==> config.mk <==
export PLATFORM = sky130hd
export DESIGN_NAME = mem_access_unit_flat
export DESIGN_NICKNAME = d
export VERILOG_FILES = /design/src/rtl/mem_pkg.sv /design/src/rtl/mem_access_unit_if.sv /design/src/rtl/mem_align_check.sv /design/src/rtl/mem_access_unit.sv /design/src/flat_wrapper.sv
export SDC_FILE = /design/constraint.sdc
export NUM_CORES = 1
export LEC_CHECK = 0
export BUFFER_PORTS_ARGS = -buffer_cell sky130_fd_sc_hd__buf_2
export CAP_MARGIN = 20
export CORE_UTILIZATION = 54
export CTS_CLUSTER_SIZE = 20
export DETAILED_ROUTE_END_ITERATION = 8
export PLACE_DENSITY = 0.86
export SETUP_SLACK_MARGIN = 0.5
export SYNTH_ARGS = -nofsm -noshare
export SYNTH_HDL_FRONTEND = slang
export SYNTH_SLANG_ARGS = --single-unit
==> constraint.sdc <==
create_clock -name clk -period 4.3 [get_ports clk]
set_clock_uncertainty 0.15 [all_clocks]
set_input_delay 0.215 -clock clk [delete_from_list [all_inputs] [get_ports clk]]
set_output_delay 0.215 -clock clk [all_outputs]
set_load 0.02 [all_outputs]
==> src/rtl/mem_pkg.sv <==
// Shared types for the data-memory path: byte-op codes, fault codes and the access-unit FSM states.
package mem_pkg;

  localparam int unsigned ADDR_W  = 32;
  localparam int unsigned DATA_W  = 32;
  localparam int unsigned NBYTE_W = 2;
  localparam int unsigned WCNT_W  = 4;

  typedef enum logic [1:0] {
    NB_WORD = 2'b00,
    NB_BYTE = 2'b01,
    NB_HALF = 2'b10
  } nbyte_t;

  typedef enum logic [1:0] {
    F_OK       = 2'b00,
    F_MISALIGN = 2'b01,
    F_SIZE     = 2'b10,
    F_CONFLICT = 2'b11
  } fault_t;

  typedef enum logic [1:0] {
    IDLE   = 2'b00,
    WAIT   = 2'b01,
    ACCESS = 2'b10,
    RESP   = 2'b11
  } mau_state_t;

  typedef struct packed {
    logic               read;
    logic               write;
    logic [NBYTE_W-1:0] nbyte;
    logic               zext;
    logic [ADDR_W-1:0]  addr;
    logic [DATA_W-1:0]  wdata;
  } mem_req_t;

endpackage

==> src/rtl/mem_access_unit_if.sv <==
// Request/response channel plus data-memory strobe bus of the memory access unit.
interface mem_access_unit_if;
  import mem_pkg::*;

  logic               req_valid;
  logic               req_ready;
  logic               req_read;
  logic               req_write;
  logic [NBYTE_W-1:0] req_nbyte;
  logic               req_unsigned;
  logic [ADDR_W-1:0]  req_addr;
  logic [DATA_W-1:0]  req_wdata;

  logic               resp_valid;
  logic               resp_ready;
  logic [DATA_W-1:0]  resp_rdata;
  logic [1:0]         resp_fault;

  logic               mem_read;
  logic               mem_write;
  logic [NBYTE_W-1:0] mem_nbyte;
  logic               mem_unsigned;
  logic [ADDR_W-1:0]  mem_addr;
  logic [DATA_W-1:0]  mem_wdata;
  logic [DATA_W-1:0]  mem_rdata;

  modport slave (
    input  req_valid, req_read, req_write, req_nbyte, req_unsigned, req_addr, req_wdata,
    output req_ready,
    output resp_valid, resp_rdata, resp_fault,
    input  resp_ready,
    output mem_read, mem_write, mem_nbyte, mem_unsigned, mem_addr, mem_wdata,
    input  mem_rdata
  );

  modport master (
    output req_valid, req_read, req_write, req_nbyte, req_unsigned, req_addr, req_wdata,
    input  req_ready,
    input  resp_valid, resp_rdata, resp_fault,
    output resp_ready,
    input  mem_read, mem_write, mem_nbyte, mem_unsigned, mem_addr, mem_wdata,
    output mem_rdata
  );

endinterface

==> src/rtl/mem_align_check.sv <==
// Combinational size/alignment/conflict classifier for a memory request; shared with the fetch path.
module mem_align_check
  import mem_pkg::*;
(
  input  logic               read,
  input  logic               write,
  input  logic [NBYTE_W-1:0] nbyte,
  input  logic [1:0]         addr,
  output fault_t             fault_c
);

  // Conflict outranks size, size outranks alignment; byte accesses never misalign.
  always_comb begin
    fault_c = F_OK;
    if (read && write) begin
      fault_c = F_CONFLICT;
    end else if (nbyte == 2'b11) begin
      fault_c = F_SIZE;
    end else if (nbyte == NB_HALF && addr[0]) begin
      fault_c = F_MISALIGN;
    end else if (nbyte == NB_WORD && addr != 2'b00) begin
      fault_c = F_MISALIGN;
    end
  end

endmodule

==> src/rtl/mem_access_unit.sv <==
// Single-outstanding load/store sequencer: checks the request, waits, strobes memory once, responds.
module mem_access_unit
  import mem_pkg::*;
#(
  parameter int unsigned WAIT_CYCLES = 0,
  parameter int unsigned CNT_W       = 32
) (
  input  logic             clk,
  input  logic             rst,
  mem_access_unit_if.slave bus,
  output logic [CNT_W-1:0] stat_access,
  output logic [CNT_W-1:0] stat_fault
);

  mau_state_t        state, state_next;
  logic [WCNT_W-1:0] wcnt, wcnt_next;
  mem_req_t          req_q, req_in, req_next;
  fault_t            fault_c, fault_q;
  logic              accept_c;
  logic              ready_q, resp_valid_q, mem_read_q, mem_write_q;
  logic [DATA_W-1:0] rdata_q;

  mem_align_check u_align (
    .read    (bus.req_read),
    .write   (bus.req_write),
    .nbyte   (bus.req_nbyte),
    .addr    (bus.req_addr[1:0]),
    .fault_c (fault_c)
  );

  always_comb begin
    req_in.read  = bus.req_read;
    req_in.write = bus.req_write;
    req_in.nbyte = bus.req_nbyte;
    req_in.zext  = bus.req_unsigned;
    req_in.addr  = bus.req_addr;
    req_in.wdata = bus.req_wdata;
  end

  always_ff @(posedge clk) begin
    if (rst) begin
      state <= IDLE;
      wcnt  <= '0;
    end else begin
      state <= state_next;
      wcnt  <= wcnt_next;
    end
  end

  // Faults and no-ops skip straight to the response; everything else waits then strobes once.
  always_comb begin
    state_next = state;
    wcnt_next  = wcnt;
    accept_c   = 1'b0;
    req_next   = req_q;
    case (state)
      IDLE: begin
        if (bus.req_valid) begin
          accept_c = 1'b1;
          req_next = req_in;
          if (fault_c != F_OK || (!bus.req_read && !bus.req_write)) begin
            state_next = RESP;
          end else if (WAIT_CYCLES != 0) begin
            state_next = WAIT;
          end else begin
            state_next = ACCESS;
          end
        end
      end
      WAIT: begin
        if (wcnt == WCNT_W'(WAIT_CYCLES - 1)) begin
          state_next = ACCESS;
          wcnt_next  = '0;
        end else begin
          wcnt_next = wcnt + WCNT_W'(1);
        end
      end
      ACCESS: state_next = RESP;
      RESP: begin
        if (bus.resp_ready) begin
          state_next = IDLE;
        end
      end
      default: state_next = IDLE;
    endcase
  end

  // Handshake and strobe outputs are registered from the next state so they align with it.
  always_ff @(posedge clk) begin
    if (rst) begin
      ready_q      <= 1'b1;
      resp_valid_q <= 1'b0;
      mem_read_q   <= 1'b0;
      mem_write_q  <= 1'b0;
      req_q        <= '0;
      rdata_q      <= '0;
      fault_q      <= F_OK;
      stat_access  <= '0;
      stat_fault   <= '0;
    end else begin
      ready_q      <= (state_next == IDLE);
      resp_valid_q <= (state_next == RESP);
      mem_read_q   <= (state_next == ACCESS) && req_next.read;
      mem_write_q  <= (state_next == ACCESS) && req_next.write;
      if (accept_c) begin
        req_q   <= req_next;
        rdata_q <= '0;
        fault_q <= fault_c;
        if (fault_c != F_OK && stat_fault != '1) begin
          stat_fault <= stat_fault + CNT_W'(1);
        end
      end
      if (state == ACCESS) begin
        if (req_q.read) begin
          rdata_q <= bus.mem_rdata;
        end
        if (stat_access != '1) begin
          stat_access <= stat_access + CNT_W'(1);
        end
      end
    end
  end

  assign bus.req_ready    = ready_q;
  assign bus.resp_valid   = resp_valid_q;
  assign bus.resp_rdata   = rdata_q;
  assign bus.resp_fault   = fault_q;
  assign bus.mem_read     = mem_read_q;
  assign bus.mem_write    = mem_write_q;
  assign bus.mem_nbyte    = req_q.nbyte;
  assign bus.mem_unsigned = req_q.zext;
  assign bus.mem_addr     = req_q.addr;
  assign bus.mem_wdata    = req_q.wdata;

endmodule

==> src/flat_wrapper.sv <==
// flat-port wrapper written by rule: the top's interface ports become plain ports
module mem_access_unit_flat import mem_pkg::*;
#(
  parameter int unsigned WAIT_CYCLES = 0,
  parameter int unsigned CNT_W       = 32
)
  (clk, rst, stat_access, stat_fault, bus_req_valid, bus_req_read, bus_req_write, bus_req_nbyte, bus_req_unsigned, bus_req_addr, bus_req_wdata, bus_req_ready, bus_resp_valid, bus_resp_rdata, bus_resp_fault, bus_resp_ready, bus_mem_read, bus_mem_write, bus_mem_nbyte, bus_mem_unsigned, bus_mem_addr, bus_mem_wdata, bus_mem_rdata);
  mem_access_unit_if bus_i ();
  input  logic clk;
  input  logic rst;
  output logic [CNT_W-1:0] stat_access;
  output logic [CNT_W-1:0] stat_fault;
  input wire logic [$bits(bus_i.req_valid)-1:0] bus_req_valid;
  input wire logic [$bits(bus_i.req_read)-1:0] bus_req_read;
  input wire logic [$bits(bus_i.req_write)-1:0] bus_req_write;
  input wire logic [$bits(bus_i.req_nbyte)-1:0] bus_req_nbyte;
  input wire logic [$bits(bus_i.req_unsigned)-1:0] bus_req_unsigned;
  input wire logic [$bits(bus_i.req_addr)-1:0] bus_req_addr;
  input wire logic [$bits(bus_i.req_wdata)-1:0] bus_req_wdata;
  output wire logic [$bits(bus_i.req_ready)-1:0] bus_req_ready;
  output wire logic [$bits(bus_i.resp_valid)-1:0] bus_resp_valid;
  output wire logic [$bits(bus_i.resp_rdata)-1:0] bus_resp_rdata;
  output wire logic [$bits(bus_i.resp_fault)-1:0] bus_resp_fault;
  input wire logic [$bits(bus_i.resp_ready)-1:0] bus_resp_ready;
  output wire logic [$bits(bus_i.mem_read)-1:0] bus_mem_read;
  output wire logic [$bits(bus_i.mem_write)-1:0] bus_mem_write;
  output wire logic [$bits(bus_i.mem_nbyte)-1:0] bus_mem_nbyte;
  output wire logic [$bits(bus_i.mem_unsigned)-1:0] bus_mem_unsigned;
  output wire logic [$bits(bus_i.mem_addr)-1:0] bus_mem_addr;
  output wire logic [$bits(bus_i.mem_wdata)-1:0] bus_mem_wdata;
  input wire logic [$bits(bus_i.mem_rdata)-1:0] bus_mem_rdata;
  assign bus_i.req_valid = bus_req_valid;
  assign bus_i.req_read = bus_req_read;
  assign bus_i.req_write = bus_req_write;
  assign bus_i.req_nbyte = bus_req_nbyte;
  assign bus_i.req_unsigned = bus_req_unsigned;
  assign bus_i.req_addr = bus_req_addr;
  assign bus_i.req_wdata = bus_req_wdata;
  assign bus_req_ready = bus_i.req_ready;
  assign bus_resp_valid = bus_i.resp_valid;
  assign bus_resp_rdata = bus_i.resp_rdata;
  assign bus_resp_fault = bus_i.resp_fault;
  assign bus_i.resp_ready = bus_resp_ready;
  assign bus_mem_read = bus_i.mem_read;
  assign bus_mem_write = bus_i.mem_write;
  assign bus_mem_nbyte = bus_i.mem_nbyte;
  assign bus_mem_unsigned = bus_i.mem_unsigned;
  assign bus_mem_addr = bus_i.mem_addr;
  assign bus_mem_wdata = bus_i.mem_wdata;
  assign bus_i.mem_rdata = bus_mem_rdata;
  mem_access_unit #(.WAIT_CYCLES(WAIT_CYCLES), .CNT_W(CNT_W)) u_core (.clk(clk), .rst(rst), .bus(bus_i), .stat_access(stat_access), .stat_fault(stat_fault));
endmodule
==> results of run 1 <==
-- logic make-up (layout without fill, tap and decap cells) --
kind of cell | after synthesis | after routing | share of synthesized area
mux | 18 | 18 | 0.0254
simple gates | 381 | 381 | 0.238
flops | 177 | 177 | 0.456
buf+inv | 132 | 419 | 0.100
compound gates | 212 | 212 | 0.167
other cells | 0 | 1 | 0
fa+ha+maj | 3 | 3 | 0.00483
xor+xnor | 8 | 8 | 0.00902
-- path summary, 6_finish.rpt --
kind         slack [ns]  depth (start not counted)                    start                       to
max                1.44                          6    u_core.stat_access[0]   u_core.stat_access[27]
max reg2reg        1.44                          6    u_core.stat_access[0]   u_core.stat_access[27]
min                0.08                          3            bus_req_valid          u_core.state[0]
min reg2reg        0.30                          2  u_core.bus.mem_addr[24]  u_core.bus.mem_addr[24]
-- power by group --
| part | switching, mW | internal [mW] | leakage [nW] | total, mW |
|---|---|---|---|---|
| Clock | 0.654 | 0.929 | 0.274 | 1.58 |
| Sequential | 0.0376 | 1.70 | 1.44 | 1.73 |
| Combinational | 0.280 | 0.188 | 2.66 | 0.468 |
| Total | 0.971 | 2.81 | 4.37 | 3.79 |
-- critical path, stage by stage (launching register included) --
cell	delay (ns)
dfxtp_1	0.42
ha_1	0.22
nand3_1	0.11
or4_4	0.57
o31ai_2	0.78
nor4_1	0.13
mux2_1	0.36
-- Yosys cell counts (4+ instances only) --
master | count | area share
o211ai_1 | 4 | 0.0039
or3_1 | 20 | 0.016
o21ai_0 | 19 | 0.012
o31ai_1 | 23 | 0.022
buf_2 | 6 | 0.0039
or4_1 | 23 | 0.022
clkbuf_1 | 44 | 0.021
a21oi_2 | 5 | 0.0056
dfxtp_1 | 177 | 0.46
and3_1 | 7 | 0.0056
and4_1 | 7 | 0.0079
nand2b_1 | 5 | 0.0040
mux2i_1 | 4 | 0.0052
nand4_1 | 17 | 0.014
nor2_1 | 74 | 0.036
nor2b_1 | 15 | 0.012
inv_1 | 8 | 0.0039
nor4_1 | 8 | 0.0064
nand2_1 | 166 | 0.080
buf_4 | 69 | 0.067
and2_1 | 4 | 0.0032
a22oi_1 | 32 | 0.031
xor2_1 | 5 | 0.0056
mux2_2 | 11 | 0.016
a21oi_1 | 110 | 0.071
nand3_1 | 20 | 0.013
-- registers in the layout, indices dropped and copies added (netlist names) --
name / flops
u_core.bus.resp_rdata: 32
u_core.req_q: 2
u_core.bus.mem_nbyte: 2
u_core.bus.mem_addr: 32
u_core.bus.mem_wdata: 32
u_core.bus.mem_unsigned: 1
u_core.bus.resp_fault: 2
u_core.bus.mem_write: 1
u_core.stat_fault: 32
u_core.wcnt: 4
u_core.bus.mem_read: 1
u_core.bus.req_ready: 1
u_core.state: 2
u_core.stat_access: 32
u_core.bus.resp_valid: 1
-- metal layers --
layer  vias to the layer above  wire, um  GRT usage
met2                       359     11600      0.525
met1                      3659      8800      0.330
met4                         0       876      0.145
met5                         -         0          0
li1                       3747         -          -
met3                        75      1980      0.112
-- cell type report --
type,count,area [um^2]
Timing Repair Buffer,380,2430
Clock buffer,19,443
Antenna cell,1,2.50
Sequential cell,177,3540
Clock inverter,12,158
Fill cell,947,3660
Multi-Input combinational cell,622,3450
Tap cell,180,225
Inverter,8,30.0
-- metrics by stage --
step                std cells  hold WS (ns)  power [mW]   util
floorplan                 931         0.201        2.06      -
global placement         1265         0.289        2.13  0.621
detailed placement       1265         0.293        2.14  0.621
CTS                      1397        0.0422        3.77  0.737
global route             1399         0.100        3.91  0.738
finish                   1399        0.0776        3.79  0.738
-- repair_timing --
item                                   in CTS  in global routing
hold buffers                              101                  0
setup buffers                               0                  0
endpoints found under the hold margin     101                  0
==> results.py, run 1 <==
metrics = {
    "routing": {
        "final_antenna_net_count": 0,
        "route.detailed.drc": 0,
        "wire_per_inst_um": 16.7,
        "vias_per_cell": 5.60,
        "finalWirelength_um": 23300,
        "drtPass1Iterations": 6,
        "vias": 7840,
        "drtIter0Drc": 608,
    },
    "clock_tree": {
        "clock_latency_ns": 0.42,
        "cts_resized": 0,
        "cts.sinks": 177,
        "h-tree-depth": 4,
        "clock_path_buffers": 2,
        "cts.root.buffer_cell": "clkbuf_16",
        "cts_tree": "built",
        "clk_pin_slew_ns": 0.06,
        "cts_made_buffers": 17,
    },
    "timing": {
        "hold_viol_final": 0,
        "rsz0062_at_grt": "false",
        "tightest_slew_ns": 1.07,
        "max_freq_ghz": 0.350,
        "finalCritPeriodShare": 0.664,
        "setup_tns_ns": 0,
        "final.min_clock_period_ns": 2.86,
        "setup_ws_ns": 1.44,
        "relSlewSlack": 0.279,
        "slew_violations": 0,
        "setup_violations": 0,
    },
    "placement": {
        "place_area_mm2": 0.00866,
        "hpwl_um": 13000,
        "gp_congestion": 0.806,
        "io_buffers": 273,
        "place_ws_ns": 1.50,
    },
    "critical_path": {
        "cp_max_fo": 14,
        "required_ns": 4.46,
        "critPathKind": "flop to flop",
        "end_kind": "flop",
        "cp_data_arrival_time_ns": 3.01,
        "start_kind": "flop",
    },
    "status": {
        "status": "complete, no violations",
    },
    "final_layout": {
        "area_growth_pct": 32.3,
        "final_area_mm2": 0.0103,
        "layout_commonest_cell": "buf_2",
        "num-nets-final": 1314,
        "mostFrequentLayoutCells": "buf_2, dfxtp_1, nand2_1",
        "drive_gt1_frac": 0.281,
    },
    "grt": {
        "grt_pass1_vias": 7313,
        "overflow": 0,
        "grt_antenna_before_repair": 1,
        "track_usage": 0.305,
        "grt_pass1_wl_um": 35600,
        "grt_max_degree": 142,
    },
    "floorplan": {
        "die_area_mm2": 0.0149,
        "die_h_um": 122,
        "initial_core_util": 0.558,
        "pin_count": 274,
        "core.rowCount": 43,
        "die_width_um": 122,
        "core_area_mm2": 0.0139,
    },
    "yosys": {
        "synth_edf_count": 0,
        "syn_nets": 1039,
        "syn_area_mm2": 0.00777,
        "syn_area_per_cell_um2": 8.34,
        "netlist_instances": 931,
        "synth-seq-cells": 177,
        "yosysWarningCount": 0,
        "synth-main-ff-cell": "dfxtp_1",
        "async_reset_ff_frac": 0,
        "ys_types": 57,
        "seq_area_frac_synth": 0.456,
    },
    "power_and_ir_drop": {
        "p_leak_nw": 4.37,
        "ir_worst_vdd_mv": 0.307,
        "p_per_area_mw_per_mm2": 368,
    },
    "flow_run": {
        "max_cap_violations": 0,
    },
    "worst_hold_path": {
        "hold_path.class": "primary input to flop",
    },
}
No activity file was read; power rests on OpenSTA's default activity.
==> run 2, diff against run 1 <==
CORE_UTILIZATION = 45   (was 54)
PLACE_DENSITY = 0.76   (was 0.86)
clock period = 2.4 ns   (was 4.3 ns; I/O delays follow)
==> results.py, run 2 (same netlist as run 1, synthesis figures left out) <==
metrics = {
    "placement": {
        "hpwl_um": 13800,
        "place_ws_ns": 0.192,
        "place_area_mm2": 0.00901,
        "gp_congestion": 0.815,
        "io_buffers": 273,
    },
    "routing": {
        "final_antenna_net_count": 0,
        "vias_per_cell": 5.33,
        "vias": 8127,
        "route.detailed.drc": 0,
        "finalWirelength_um": 25000,
        "wire_per_inst_um": 16.4,
        "drtPass1Iterations": 5,
        "drtIter0Drc": 475,
    },
    "power_and_ir_drop": {
        "p_per_area_mw_per_mm2": 572,
        "p_int_mw": 4.88,
        "ir_worst_vdd_mv": 0.520,
        "power_frac_clock": 0.398,
        "finalPower_mw": 6.70,
        "p_leak_nw": 4.97,
        "combinationalPowerShare": 0.143,
        "power.share.sequential": 0.458,
        "p_sw_mw": 1.82,
        "switching_share": 0.272,
    },
    "critical_path": {
        "critPathKind": "flop to flop",
        "cpPeakStageDelay_ns": 0.47,
        "path_delay_family": "simple AND/OR/NAND/NOR gates",
        "end_kind": "flop",
        "crit_chain": "ha_4 -> nand3_4 -> or4_4 -> o31a_1 -> buf_4 -> buf_6 -> a31o_4",
        "cp_slowest_cell": "or4_4",
        "rr_worst_depth": 7,
        "reg2reg_from": "u_core.stat_access[0]",
        "cp_num_buf_inv": 2,
        "required_ns": 2.55,
        "start_kind": "flop",
        "cp_data_arrival_time_ns": 2.31,
        "cp_max_fo": 5,
        "rrSetupSlack_ns": 0.24,
        "reg2reg_to": "u_core.stat_access[5]",
    },
    "grt": {
        "grt_pass1_wl_um": 37500,
        "grt_pass1_vias": 7686,
        "use_met1": 0.288,
        "grt_use_met3": 0.0658,
        "overflow": 0,
        "grtUsageMet2": 0.479,
        "track_usage": 0.262,
        "grt.busiest_layer": "met2",
        "grt_antenna_before_repair": 1,
        "grt_max_degree": 70,
    },
    "worst_hold_path": {
        "hold_depth": 6,
        "min_from": "bus_req_read",
        "hold_path.class": "primary input to flop",
        "hold_path_end": "u_core.bus.mem_write",
    },
    "final_layout": {
        "drive_gt1_frac": 0.412,
        "fill_cells": 1218,
        "fin_util": 0.701,
        "multiInputGateArea_mm2": 0.00393,
        "area_growth_pct": 50.7,
        "layout_commonest_cell": "buf_2",
        "regArea_mm2": 0.00369,
        "num-nets-final": 1399,
        "mostFrequentLayoutCells": "buf_2, nand2_1, dfxtp_1",
        "final_area_mm2": 0.0117,
    },
    "timing": {
        "hold_viol_final": 0,
        "slew_violations": 0,
        "setup_violations": 0,
        "setup_ws_ns": 0.240,
        "relSlewSlack": 0.519,
        "rsz0062_at_grt": "true",
        "finalCritPeriodShare": 0.900,
        "max_freq_ghz": 0.463,
        "final.min_clock_period_ns": 2.16,
        "setup_tns_ns": 0,
        "tightest_slew_ns": 0.722,
    },
    "clock_tree": {
        "cts_tree": "built",
        "cts.root.buffer_cell": "clkbuf_16",
        "h-tree-depth": 4,
        "cts.sinks": 177,
        "clk_pin_slew_ns": 0.07,
        "clock_path_buffers": 2,
        "cts_made_buffers": 17,
        "clock_latency_ns": 0.42,
    },
    "floorplan": {
        "die_width_um": 133,
        "die_h_um": 133,
        "pin_count": 274,
        "core_area_mm2": 0.0167,
        "core.rowCount": 47,
        "initial_core_util": 0.465,
        "die_area_mm2": 0.0178,
    },
    "status": {
        "status": "complete, no violations",
    },
    "flow_run": {
        "max_cap_violations": 0,
    },
}
-- run 2: cell count changes in the layout (fill, tap and decap cells not counted), sizes merged --
cell          delta
buf             +78
clkbuf           -1
bufinv           -2
o2111ai          +1
clkinvlp         -3
clkinv           +2
dlymetal6s4s     +1
dlygate4sd3      +3
bufbuf           +1
inv              +5
-- run 2: area by class of cell --
cell class                 count  share of cell area
timing repair buffer         464               0.276
inverter                       8             0.00256
tap                          220              0.0235
clock inverter                14              0.0109
antenna                        1            0.000214
clock buffer                  17              0.0363
multi-input combinational    623               0.336
sequential                   177               0.315
-- run 2: what timing repair did --
item / 4_1_cts / 5_1_grt
endpoints found under the setup margin: 96 / 96
hold endpoints to repair: 125 / 0
gates resized for setup: 50 / 54
setup buffers: 41 / 27
hold buffers: 105 / 0
cloned: 6 / 1
pin swaps: 19 / 36
-- run 2: metal layers --
metal  wire length (um)  up-vias
li1                   -     3926
met1               9830     3845
met2              12900      293
met3               1460       63
met4                789        0
met5                  0        -
-- run 2: how the worst max path moves through the flow --
stage	start	end	slack, ns	cells past startpoint
5_1_grt	u_core.stat_access[0]	u_core.stat_access[6]	0.18	6
2_1_floorplan	u_core.stat_access[0]	u_core.stat_access[6]	0.28	7
4_1_cts	u_core.stat_access[24]	u_core.stat_access[6]	0.29	5
6_report	u_core.stat_access[0]	u_core.stat_access[5]	0.24	7
3_5_place_dp	u_core.state[1]	u_core.stat_fault[21]	0.19	4
3_3_place_gp	u_core.state[1]	u_core.stat_fault[17]	0.24	4
-- run 2: tightest hold or removal path: stages --
cell and delay, ns:
buf_2 0.10, xor2_1 0.06, nand2_1 0.06, o21ai_0 0.09
a21oi_1 0.20, nor4_1 0.08
-- run 2: stage by stage --
stage                     hold slack, ns  instances
after floorplan                    0.106        931
after global placement             0.210       1312
after detailed placement           0.216       1312
after CTS                          0.163       1495
after global routing               0.254       1524
final                              0.199       1524
-- run 2: power by group through the flow --
stage	registers, mW	logic (mW)	clock network [mW]
after floorplan	3.15	0.519	0
after global placement	3.14	0.684	0
after detailed placement	3.14	0.690	0
after CTS	3.07	0.893	2.72
after global routing	3.08	1.03	2.84
final	3.07	0.961	2.67
==> run 3, diff against run 2 <==
MAX_ROUTING_LAYER = met4   (was not set)
==> results.py, run 3 (same netlist as run 1, synthesis figures left out) <==
metrics = {
    "clock_tree": {
        "cts_made_buffers": 17,
        "cts.sinks": 177,
        "cts.root.buffer_cell": "clkbuf_16",
        "clock_path_buffers": 2,
        "clock_latency_ns": 0.42,
        "clk_pin_slew_ns": 0.07,
        "cts_tree": "built",
        "h-tree-depth": 4,
    },
    "power_and_ir_drop": {
        "finalPower_mw": 6.69,
        "combinationalPowerShare": 0.144,
        "ir_worst_vdd_mv": 0.518,
        "switching_share": 0.271,
        "power.share.sequential": 0.459,
        "p_int_mw": 4.88,
        "power_frac_clock": 0.398,
        "p_sw_mw": 1.82,
        "p_per_area_mw_per_mm2": 572,
        "p_leak_nw": 4.97,
    },
    "final_layout": {
        "stdcell_count": 1523,
        "multiInputGateArea_mm2": 0.00393,
        "regArea_mm2": 0.00369,
        "area_growth_pct": 50.6,
        "drive_gt1_frac": 0.412,
        "num-nets-final": 1398,
        "layout_commonest_cell": "buf_2",
        "mostFrequentLayoutCells": "buf_2, nand2_1, dfxtp_1",
        "fill_cells": 1218,
    },
    "routing": {
        "route.detailed.drc": 0,
        "drtIter0Drc": 512,
        "finalWirelength_um": 25000,
        "wire_per_inst_um": 16.4,
        "final_antenna_net_count": 0,
        "drtPass1Iterations": 5,
        "vias_per_cell": 5.35,
        "vias": 8150,
    },
    "critical_path": {
        "cp_max_fo": 5,
        "start_kind": "flop",
        "cp_slowest_cell": "or4_4",
        "path_delay_family": "simple AND/OR/NAND/NOR gates",
        "cp_num_buf_inv": 2,
        "cpPeakStageDelay_ns": 0.48,
        "required_ns": 2.55,
        "crit_chain": "ha_4 -> nand3_4 -> or4_4 -> o31a_1 -> buf_4 -> buf_6 -> a31o_4",
        "critPathKind": "flop to flop",
        "cp_data_arrival_time_ns": 2.30,
        "end_kind": "flop",
    },
    "floorplan": {
        "pin_count": 274,
        "die_area_mm2": 0.0178,
        "core.rowCount": 47,
        "core_area_mm2": 0.0167,
        "die_width_um": 133,
        "die_h_um": 133,
        "initial_core_util": 0.465,
    },
    "placement": {
        "gp_congestion": 0.827,
        "dp_cells": 1312,
        "io_buffers": 273,
        "hpwl_um": 13800,
    },
    "timing": {
        "setup_violations": 0,
        "rsz0062_at_grt": "true",
        "final.min_clock_period_ns": 2.16,
        "finalCritPeriodShare": 0.899,
        "max_freq_ghz": 0.463,
        "setup_tns_ns": 0,
        "hold_viol_final": 0,
        "relSlewSlack": 0.515,
        "slew_violations": 0,
        "tightest_slew_ns": 0.728,
    },
    "grt": {
        "grt_antenna_before_repair": 1,
        "grt_pass1_wl_um": 37600,
        "overflow": 0,
        "track_usage": 0.271,
        "grt_max_degree": 70,
        "grt_pass1_vias": 7681,
    },
    "worst_hold_path": {
        "hold_path.class": "primary input to flop",
    },
    "status": {
        "status": "complete, no violations",
    },
    "flow_run": {
        "max_cap_violations": 0,
    },
}
-- run 3: cell count changes in the layout (fill, tap and decap cells not counted), sizes merged --
cell,change
buf,-1
-- run 3: layout make-up --
cell class                 count  area share
multi-input combinational    623       0.336
sequential                   177       0.315
timing repair buffer         463       0.275
clock buffer                  17      0.0364
tap                          220      0.0235
clock inverter                14      0.0109
inverter                       8     0.00257
antenna                        1    0.000214
-- run 3: worst paths after layout --
kind | start | cells past startpoint | to | slack [ns]
worst min-delay path | bus_req_nbyte[0] | 4 | u_core.state[0] | 0.21
worst max register to register | u_core.stat_access[0] | 7 | u_core.stat_access[5] | 0.24
worst min register to register | u_core.bus.mem_wdata[3] | 2 | u_core.bus.mem_wdata[3] | 0.30
worst max-delay path | u_core.stat_access[0] | 7 | u_core.stat_access[5] | 0.24
-- run 3: per-layer routing --
layer	GRT usage	up-vias	routed length, um	part of all wire
met5	-	-	0	0
met1	0.291	3869	9910	0.40
met2	0.478	288	12900	0.51
li1	-	3925	-	-
met3	0.0643	68	1440	0.057
met4	0.106	0	833	0.033
-- run 3: what timing repair did --
action                     4_1_cts  5_1_grt
setup endpoints to repair       96       96
resized for setup               50       54
buffers inserted                41       26
cloned                           6        1
hold buffers                   105        0
hold endpoints to repair       125        0
pin swaps                       19       33
-- run 3: tightest hold or removal path, stage by stage --
cell and delay [ns]:
buf_2 0.10, a21oi_2 0.11, o21ai_0 0.25, a211oi_1 0.12
-- run 3: through the flow --
| step | hold WS (ns) | util | worst slack (ns) | instance area, um^2 |
|---|---|---|---|---|
| 4_1_cts | 0.163 | 0.673 | 0.294 | 11200 |
| 5_1_grt | 0.254 | 0.701 | 0.175 | 11700 |
| 6_report | 0.206 | 0.701 | 0.242 | 11700 |
| 3_3_place_gp | 0.210 | 0.539 | 0.245 | 9010 |
| 3_5_place_dp | 0.216 | 0.539 | 0.192 | 9010 |
| 2_1_floorplan | 0.106 | - | 0.284 | 8000 |
-- run 3: power by group through the flow --
stage          Clock (mW)  Sequential [mW]  Combinational, mW
6_report             2.66             3.07              0.961
5_1_grt              2.85             3.08               1.03
4_1_cts              2.72             3.07              0.893
3_5_place_dp            0             3.14              0.690
3_3_place_gp            0             3.14              0.684
2_1_floorplan           0             3.15              0.519
